==> src/rtl/progressive_counter.sv <==
// Progressive counter: counts up (0 -> limit) or down (limit -> 0) at a
// prescaled rate, then either stops in DONE or reloads and keeps counting.
// All outputs are registered; reset is asynchronous and active-low.
module progressive_counter #(
    parameter int unsigned WIDTH       = 4,
    parameter int unsigned PRESCALE    = 1,
    parameter bit          AUTO_RELOAD = 1'b0
) (
    input  logic             clk,
    input  logic             reset,
    input  logic             initSignal,
    input  logic             abort,
    input  logic             hold,
    input  logic             down,
    input  logic [WIDTH-1:0] limit,
    output logic [WIDTH-1:0] suma,
    output logic             finalSignal,
    output logic             done_pulse,
    output logic             busy
);

    localparam logic [1:0] StIdle  = 2'd0;
    localparam logic [1:0] StCount = 2'd1;
    localparam logic [1:0] StDone  = 2'd2;

    // Prescaler is sized for the largest legal PRESCALE (65535).
    localparam logic [15:0] PresLast = 16'(PRESCALE - 1);

    logic [1:0]       state_q, state_d;
    logic [WIDTH-1:0] suma_q, suma_d;
    logic [WIDTH-1:0] limit_q, limit_d;
    logic             down_q, down_d;
    logic [15:0]      presc_q, presc_d;
    logic             final_q, final_d;
    logic             pulse_q, pulse_d;
    logic             busy_q, busy_d;

    logic             tick;
    logic [WIDTH-1:0] target;
    logic [WIDTH-1:0] start_val;

    // Target and reload value derive only from the latched operands.
    always_comb begin
        target    = down_q ? '0 : limit_q;
        start_val = down_q ? limit_q : '0;
    end

    // Next-state logic: abort dominates, then per-state behaviour.
    always_comb begin
        state_d = state_q;
        suma_d  = suma_q;
        limit_d = limit_q;
        down_d  = down_q;
        presc_d = presc_q;
        final_d = final_q;
        pulse_d = 1'b0;
        tick    = 1'b0;

        if (abort) begin
            state_d = StIdle;
            suma_d  = '0;
            presc_d = '0;
            final_d = 1'b0;
        end else begin
            case (state_q)
                StIdle, StDone: begin
                    if (initSignal) begin
                        state_d = StCount;
                        limit_d = limit;
                        down_d  = down;
                        suma_d  = down ? limit : '0;
                        presc_d = '0;
                        final_d = 1'b0;
                    end
                end
                StCount: begin
                    if (!hold) begin
                        tick    = (presc_q == PresLast);
                        presc_d = tick ? '0 : presc_q + 16'd1;
                        if (tick) begin
                            if (suma_q == target) begin
                                pulse_d = 1'b1;
                                if (AUTO_RELOAD) begin
                                    suma_d = start_val;
                                end else begin
                                    state_d = StDone;
                                    final_d = 1'b1;
                                end
                            end else if (down_q) begin
                                suma_d = suma_q - 1'b1;
                            end else begin
                                suma_d = suma_q + 1'b1;
                            end
                        end
                    end
                end
                default: begin
                    state_d = StIdle;
                    suma_d  = '0;
                    presc_d = '0;
                    final_d = 1'b0;
                end
            endcase
        end

        busy_d = (state_d == StCount);
    end

    // State and output registers with asynchronous active-low reset.
    always_ff @(posedge clk or negedge reset) begin
        if (!reset) begin
            state_q <= StIdle;
            suma_q  <= '0;
            limit_q <= '0;
            down_q  <= 1'b0;
            presc_q <= '0;
            final_q <= 1'b0;
            pulse_q <= 1'b0;
            busy_q  <= 1'b0;
        end else begin
            state_q <= state_d;
            suma_q  <= suma_d;
            limit_q <= limit_d;
            down_q  <= down_d;
            presc_q <= presc_d;
            final_q <= final_d;
            pulse_q <= pulse_d;
            busy_q  <= busy_d;
        end
    end

    assign suma        = suma_q;
    assign finalSignal = final_q;
    assign done_pulse  = pulse_q;
    assign busy        = busy_q;

endmodule
==> config.mk <==
export PLATFORM = sky130hd
export DESIGN_NAME = progressive_counter
export DESIGN_NICKNAME = d
export VERILOG_FILES = /design/src/rtl/progressive_counter.sv
export SDC_FILE = /design/constraint.sdc
export NUM_CORES = 1
export LEC_CHECK = 0
export ABC_AREA = 0
export CORE_ASPECT_RATIO = 0.7
export CORE_MARGIN = 3
export CORE_UTILIZATION = 25
export CTS_CLUSTER_DIAMETER = 100
export CTS_CLUSTER_SIZE = 20
export DETAILED_ROUTE_END_ITERATION = 16
export DONT_BUFFER_PORTS = 1
export SETUP_SLACK_MARGIN = 0.3
export SLEW_MARGIN = 25
export SYNTH_ARGS = -nofsm -noshare
export SYNTH_HDL_FRONTEND = slang
export SYNTH_SLANG_ARGS = --single-unit
==> constraint.sdc <==
create_clock -name clk -period 1.9 [get_ports clk]
set_clock_uncertainty 0.1 [all_clocks]
set_input_delay 0.38 -clock clk [delete_from_list [all_inputs] [get_ports clk]]
set_output_delay 0.38 -clock clk [all_outputs]
set_load 0.05 [all_outputs]
==> impl_metrics.toml, run 1 <==
[outcome]
status = "finished with violations"
violations = "setup timing"

[grt]
grt_overflow = 0
grt_usage_pct = 12.94
grt_pass1_wl_um = 7659
grt_pass1_vias = 1445
grt_max_degree = 31
grt_antenna_before_repair = 0

[critical_path]
arrival_ps = 2010
crit_path_max_fanout = 2
cp_slowest_stage_delay_ps = 380
path_class = "reg2reg"
worstPathCellList = "inv_2 -> buf_4 -> buf_6 -> buf_4 -> buf_4 -> buf_6 -> buf_6 -> buf_6 -> buf_6 -> buf_6 -> mux2_4"
cp.required_ps = 1980
worst_setup_path_start_kind = "register"
critPathCaptureType = "register"
cp_slowest_cell = "dfrtp_1"
path_common_cell = "buf_6"

[floorplan]
die_w_um = 104.0
io_pins = 17
num_rows = 24
core_area_um2 = 6366
start_util_pct = 26.38
dieArea_um2 = 7751
die_h_um = 74.57

[yosys]
syn_area_um2 = 1679
synth_seq_cells = 30
synth-edff-count = 0
syn_inst = 161
seq_area_frac_synth_pct = 44.71
synth_nets = 176
synthFlopType = "dfrtp_1"
synthesis.area_per_instance_um2 = 10.43
synthArstFlopShare_pct = 100.0
yosysUniqueCellTypes = 47
yosysWarningCount = 0

[sta]
fmax_mhz = 518.9
holdWs_ps = 41.23
tightest_slew_ps = 545.5
finalWorstSetupSlack_ps = -27.21
period_minus_slack_ps = 1927
report.final.hold_viol_count = 0
rsz0062_at_grt = "true"
setup_viol = 2
slew_headroom_pct = 63.35
final_max_slew_viol_count = 0
min_period_over_period_pct = 101.4

[clock_tree]
clk_latency_ps = 290
numCtsBuffers = 5
clk_path_buf_depth = 2
cts_tree = "yes"
clkTransAtPathRegs_ps = 70
htree_levels = 2
root_buffer = "clkbuf_8"
numClockSinks = 30

[drt]
wl_per_cell_um = 15.46
ant_nets = 0
vias_per_cell = 4.589
postRouteWirelength_um = 4699
drt_pass1_iterations = 4
vias = 1395
drtIter0Drc = 70
drc_errors = 0

[cells_and_area]
syn2layout_area_growth_pct = 49.40
final_cell_mix = "buf_4, dfrtp_1, nor2_1"
layout_commonest_cell = "buf_4"
fillCellCount = 607
multiInputGateArea_um2 = 1070
nets = 227
final_area_um2 = 2509
drive_above_1_share_pct = 45.07
seq_area_um2 = 757.0
diodes = 0

[hold_path]
hold_path.class = "in2reg"

[place]
dpl.hpwl_um = 2995
gp_congestion = 0.7618
placed_cell_area_um2 = 2021
port_buffers = 0

[power]
ir_drop_mv = 0.3453
p_per_area_nw_per_um2 = 833.0
p_leak_nw = 1.029
totalPowerFinal_mw = 2.090

[run]
cap_violations = 0
==> final timing paths <==
kind	from	end	slack, ps	cells past startpoint
worst min-delay path	hold	done_pulse	40	1
worst max register to register	presc_q[0]	presc_q[0]	-30	11
worst min register to register	limit_q[0]	limit_q[0]	420	1
min in group asynchronous	reset	presc_q[3]	420	2
worst max-delay path	presc_q[0]	presc_q[0]	-30	11
max in group asynchronous	reset	suma[2]	1100	2
==> final cells by class <==
class | count | share of cell area, %
clock buffers | 7 | 3.441
well taps | 91 | 4.539
clock inverters | 1 | 0.1995
inverters | 5 | 0.7481
flip-flops and latches | 30 | 30.17
multi-input cells | 123 | 42.64
repair buffers | 47 | 18.25
==> sequential cells by signal, indices dropped and copies added (netlist names) <==
| register | cells |
|---|---|
| state_q | 2 |
| finalSignal | 1 |
| limit_q | 4 |
| suma | 4 |
| done_pulse | 1 |
| down_q | 1 |
| busy | 1 |
| presc_q | 16 |
==> cells by family (layout without fill, tap and decap cells) <==
logic type	after synthesis	after routing	synth area share [%]
multiplexers	7	7	4.843
AND/OR/NAND/NOR	71	71	25.19
adder cells (fa/ha/maj)	5	5	4.173
flip-flops	30	30	44.71
buffers and inverters	8	60	1.863
XOR/XNOR	17	17	8.867
AO/OA/AOI/OAI	23	23	10.36
==> per-layer routing <==
metal,vias up,GRT usage (%),wire (um)
met4,0,5.900,94
met3,8,4.857,347
met1,672,17.50,2266
li1,683,-,-
met5,-,0,0
met2,32,18.50,1990
==> synthesized netlist by cell type, types with 4 or more instances <==
library cell	number	area (um^2)
dfrtp_1	30	750.7
nor2_1	17	63.81
xnor2_1	13	113.9
nand2_1	11	41.29
nor3_1	7	35.03
o21ai_0	6	30.03
inv_1	5	18.77
mux2_2	5	56.30
ha_1	4	50.05
nor4_1	4	25.02
xor2_1	4	35.03
==> report_power, final <==
group	switching (mW)	internal [mW]	leakage, nW
clock network	0.249	0.292	0.0482
logic	0.418	0.348	0.585
registers	0.0786	0.704	0.396
==> metrics by stage <==
step | setup TNS [ps] | utilization [%] | instances | worst slack (ps)
finish | -47.97 | 39.41 | 304 | -27.21
global route | -330.4 | 39.41 | 304 | -72.21
CTS | 0 | 37.97 | 302 | 10.55
detailed placement | -77.95 | 31.74 | 275 | -54.79
global placement | -16.14 | 31.74 | 275 | -10.08
floorplan | -7.837 | - | 161 | -4.264
==> what timing repair did <==
| action | CTS | global route |
|---|---|---|
| buffers inserted | 16 | 2 |
| hold buffers | 2 | 0 |
| setup endpoints to repair | 24 | 25 |
| endpoints found under the hold margin | 30 | 0 |
| resized for setup | 27 | 19 |
| cloned | 1 | 0 |
| pin swaps | 5 | 3 |
==> critical path, delay by kind of cell, from the launching register on <==
family | cells | cell delay, ps
muxes | 1 | 280
DFF | 1 | 380
buffers and inverters | 10 | 1050
Note: power is estimated with default switching activity, not from simulation.
==> run 2: changes to the inputs <==
--- a/config.mk
+++ b/config.mk
@@ -6,7 +6,6 @@
 export NUM_CORES = 1
 export LEC_CHECK = 0
 export ABC_AREA = 0
-export CORE_ASPECT_RATIO = 0.7
 export CORE_MARGIN = 3
 export CORE_UTILIZATION = 25
 export CTS_CLUSTER_DIAMETER = 100
==> impl_metrics.toml, run 2 (synthesized netlist as in run 1, its figures left out) <==
[outcome]
status = "finished with violations"
violations = "setup timing"

[power]
seqPwrFrac_pct = 38.1
clock_power_share_pct = 24.1
p_leak_nw = 1.049
power.internal_mw = 1.332
p_per_area_nw_per_um2 = 810.9
ir_drop_mv = 0.2749
p_comb_share_pct = 37.8
p_sw_share_pct = 36.31
power.net_switching_mw = 0.7593

[floorplan]
core_area_um2 = 6422
die_h_um = 87.96
die_w_um = 87.96
start_util_pct = 26.14
io_pins = 17
dieArea_um2 = 7736
num_rows = 29

[sta]
report.final.hold_viol_count = 0
fmax_mhz = 513.3
setup_viol = 1
slew_headroom_pct = 67.97
rsz0062_at_grt = "true"
fin_tns_setup_ps = -48.03
period_minus_slack_ps = 1948
final_max_slew_viol_count = 0
min_period_over_period_pct = 102.5
tightest_slew_ps = 480.4
finalWorstSetupSlack_ps = -48.03

[grt]
grt_overflow = 0
grt_usage_pct = 12.78
grt_max_degree = 31
grt_antenna_before_repair = 0
grt_pass1_wl_um = 7534
grt_pass1_vias = 1486

[place]
dpl.hpwl_um = 2813
port_buffers = 0
gp_congestion = 0.7921
placed_cell_area_um2 = 2003

[clock_tree]
numClockSinks = 30
cts_tree = "yes"
root_buffer = "clkbuf_8"
clk_latency_ps = 280
htree_levels = 2
numCtsBuffers = 5
clk_path_buf_depth = 2
clkTransAtPathRegs_ps = 70

[critical_path]
reg2reg_depth = 7
r2r-end = "suma[3]"
cp_slowest_stage_delay_ps = 400
path_class = "reg2reg"
arrival_ps = 2010
critPathTopFamily = "compound AO/OA/AOI/OAI gates"
worst_setup_path_start_kind = "register"
worstPathCellList = "inv_2 -> ha_4 -> nor3b_4 -> nand4_4 -> a21oi_4 -> a21boi_4 -> mux2_4"
r2r_start = "presc_q[1]"
critPathCaptureType = "register"
cp.required_ps = 1970
r2r_slack_ps = -50
crit_path_max_fanout = 3
timing.critical_path.buf_inv = 1
cp_slowest_cell = "dfrtp_1"

[drt]
wl_per_cell_um = 16.54
vias_per_cell = 4.993
ant_nets = 0
postRouteWirelength_um = 4764
vias = 1438
drc_errors = 0
drtIter0Drc = 81
drt_pass1_iterations = 4

[cells_and_area]
final_cell_mix = "buf_4, dfrtp_1, nor2_1"
max_flop_register = "presc_q"
diodes = 0
syn2layout_area_growth_pct = 53.58
nets = 225
drive_above_1_share_pct = 48.82
final_area_um2 = 2579
largest_register_ff_count = 16
layout_commonest_cell = "buf_4"
fillCellCount = 607

[hold_path]
hp-start = "hold"
hold_depth = 1
hold-path-endpoint = "done_pulse"
hold_path.class = "in2reg"

[run]
cap_violations = 0
run 2: final cells by class:
type	count	area [um^2]	area share [%]
timing repair buffer	45	440.4	17.08
sequential	30	757.0	29.35
inverter	5	18.77	0.7278
clock buffer	8	80.08	3.105
tap	77	96.34	3.736
multi-input combinational	123	1186	46.00
run 2: how the worst max path moves through the flow:
stage,startpoint,end,slack (ps),cells past startpoint
finish,presc_q[1],suma[3],-50,7
global route,presc_q[1],suma[3],-90,7
CTS,presc_q[0],suma[3],-1,7
detailed placement,presc_q[0],suma[3],-50,7
global placement,down_q,finalSignal,10,5
floorplan,presc_q[0],suma[3],-4,7
run 2: worst reg2reg max path, stage by stage (launching register included):
cell	delay (ps)
dfrtp_1	400
inv_2	80
ha_4	130
nor3b_4	240
nand4_4	150
a21oi_4	200
a21boi_4	230
mux2_4	310
run 2: per-stage QoR:
stage | power (mW) | utilization, % | worst slack [ps] | hold slack, ps | cells
3_5_place_dp | 1.384 | 31.19 | -45.84 | -14.19 | 261
3_3_place_gp | 1.378 | 31.19 | 12.07 | -14.34 | 261
6_report | 2.091 | 40.15 | -48.03 | 50.90 | 288
4_1_cts | 2.007 | 36.90 | -1.409 | 55.35 | 280
2_1_floorplan | 1.192 | - | -4.264 | -15.59 | 161
5_1_grt | 2.201 | 40.15 | -93.41 | 41.31 | 288
run 2: layer usage:
layer | up-vias | GRT usage, % | part of all wire (%)
li1 | 681 | - | -
met1 | 717 | 15.65 | 42
met2 | 31 | 21.16 | 51
met3 | 9 | 3.198 | 4.1
met4 | 0 | 5.718 | 2.3
met5 | - | 0 | 0
run 2: power by group through the flow:
stage               clock [mW]  combinational (mW)  sequential, mW
finish                   0.504               0.791           0.796
global route             0.548               0.848           0.806
CTS                      0.518               0.696           0.793
detailed placement           0               0.577           0.807
global placement             0               0.573           0.805
floorplan                    0               0.314           0.878
run 2: what timing repair did:
| item | CTS | global route |
|---|---|---|
| buffers inserted | 7 | 8 |
| endpoints found under the hold margin | 30 | 0 |
| cloned | 2 | 0 |
| pin swaps | 10 | 8 |
| endpoints found under the setup margin | 24 | 25 |
| resized for setup | 33 | 29 |
| hold buffers | 2 | 0 |
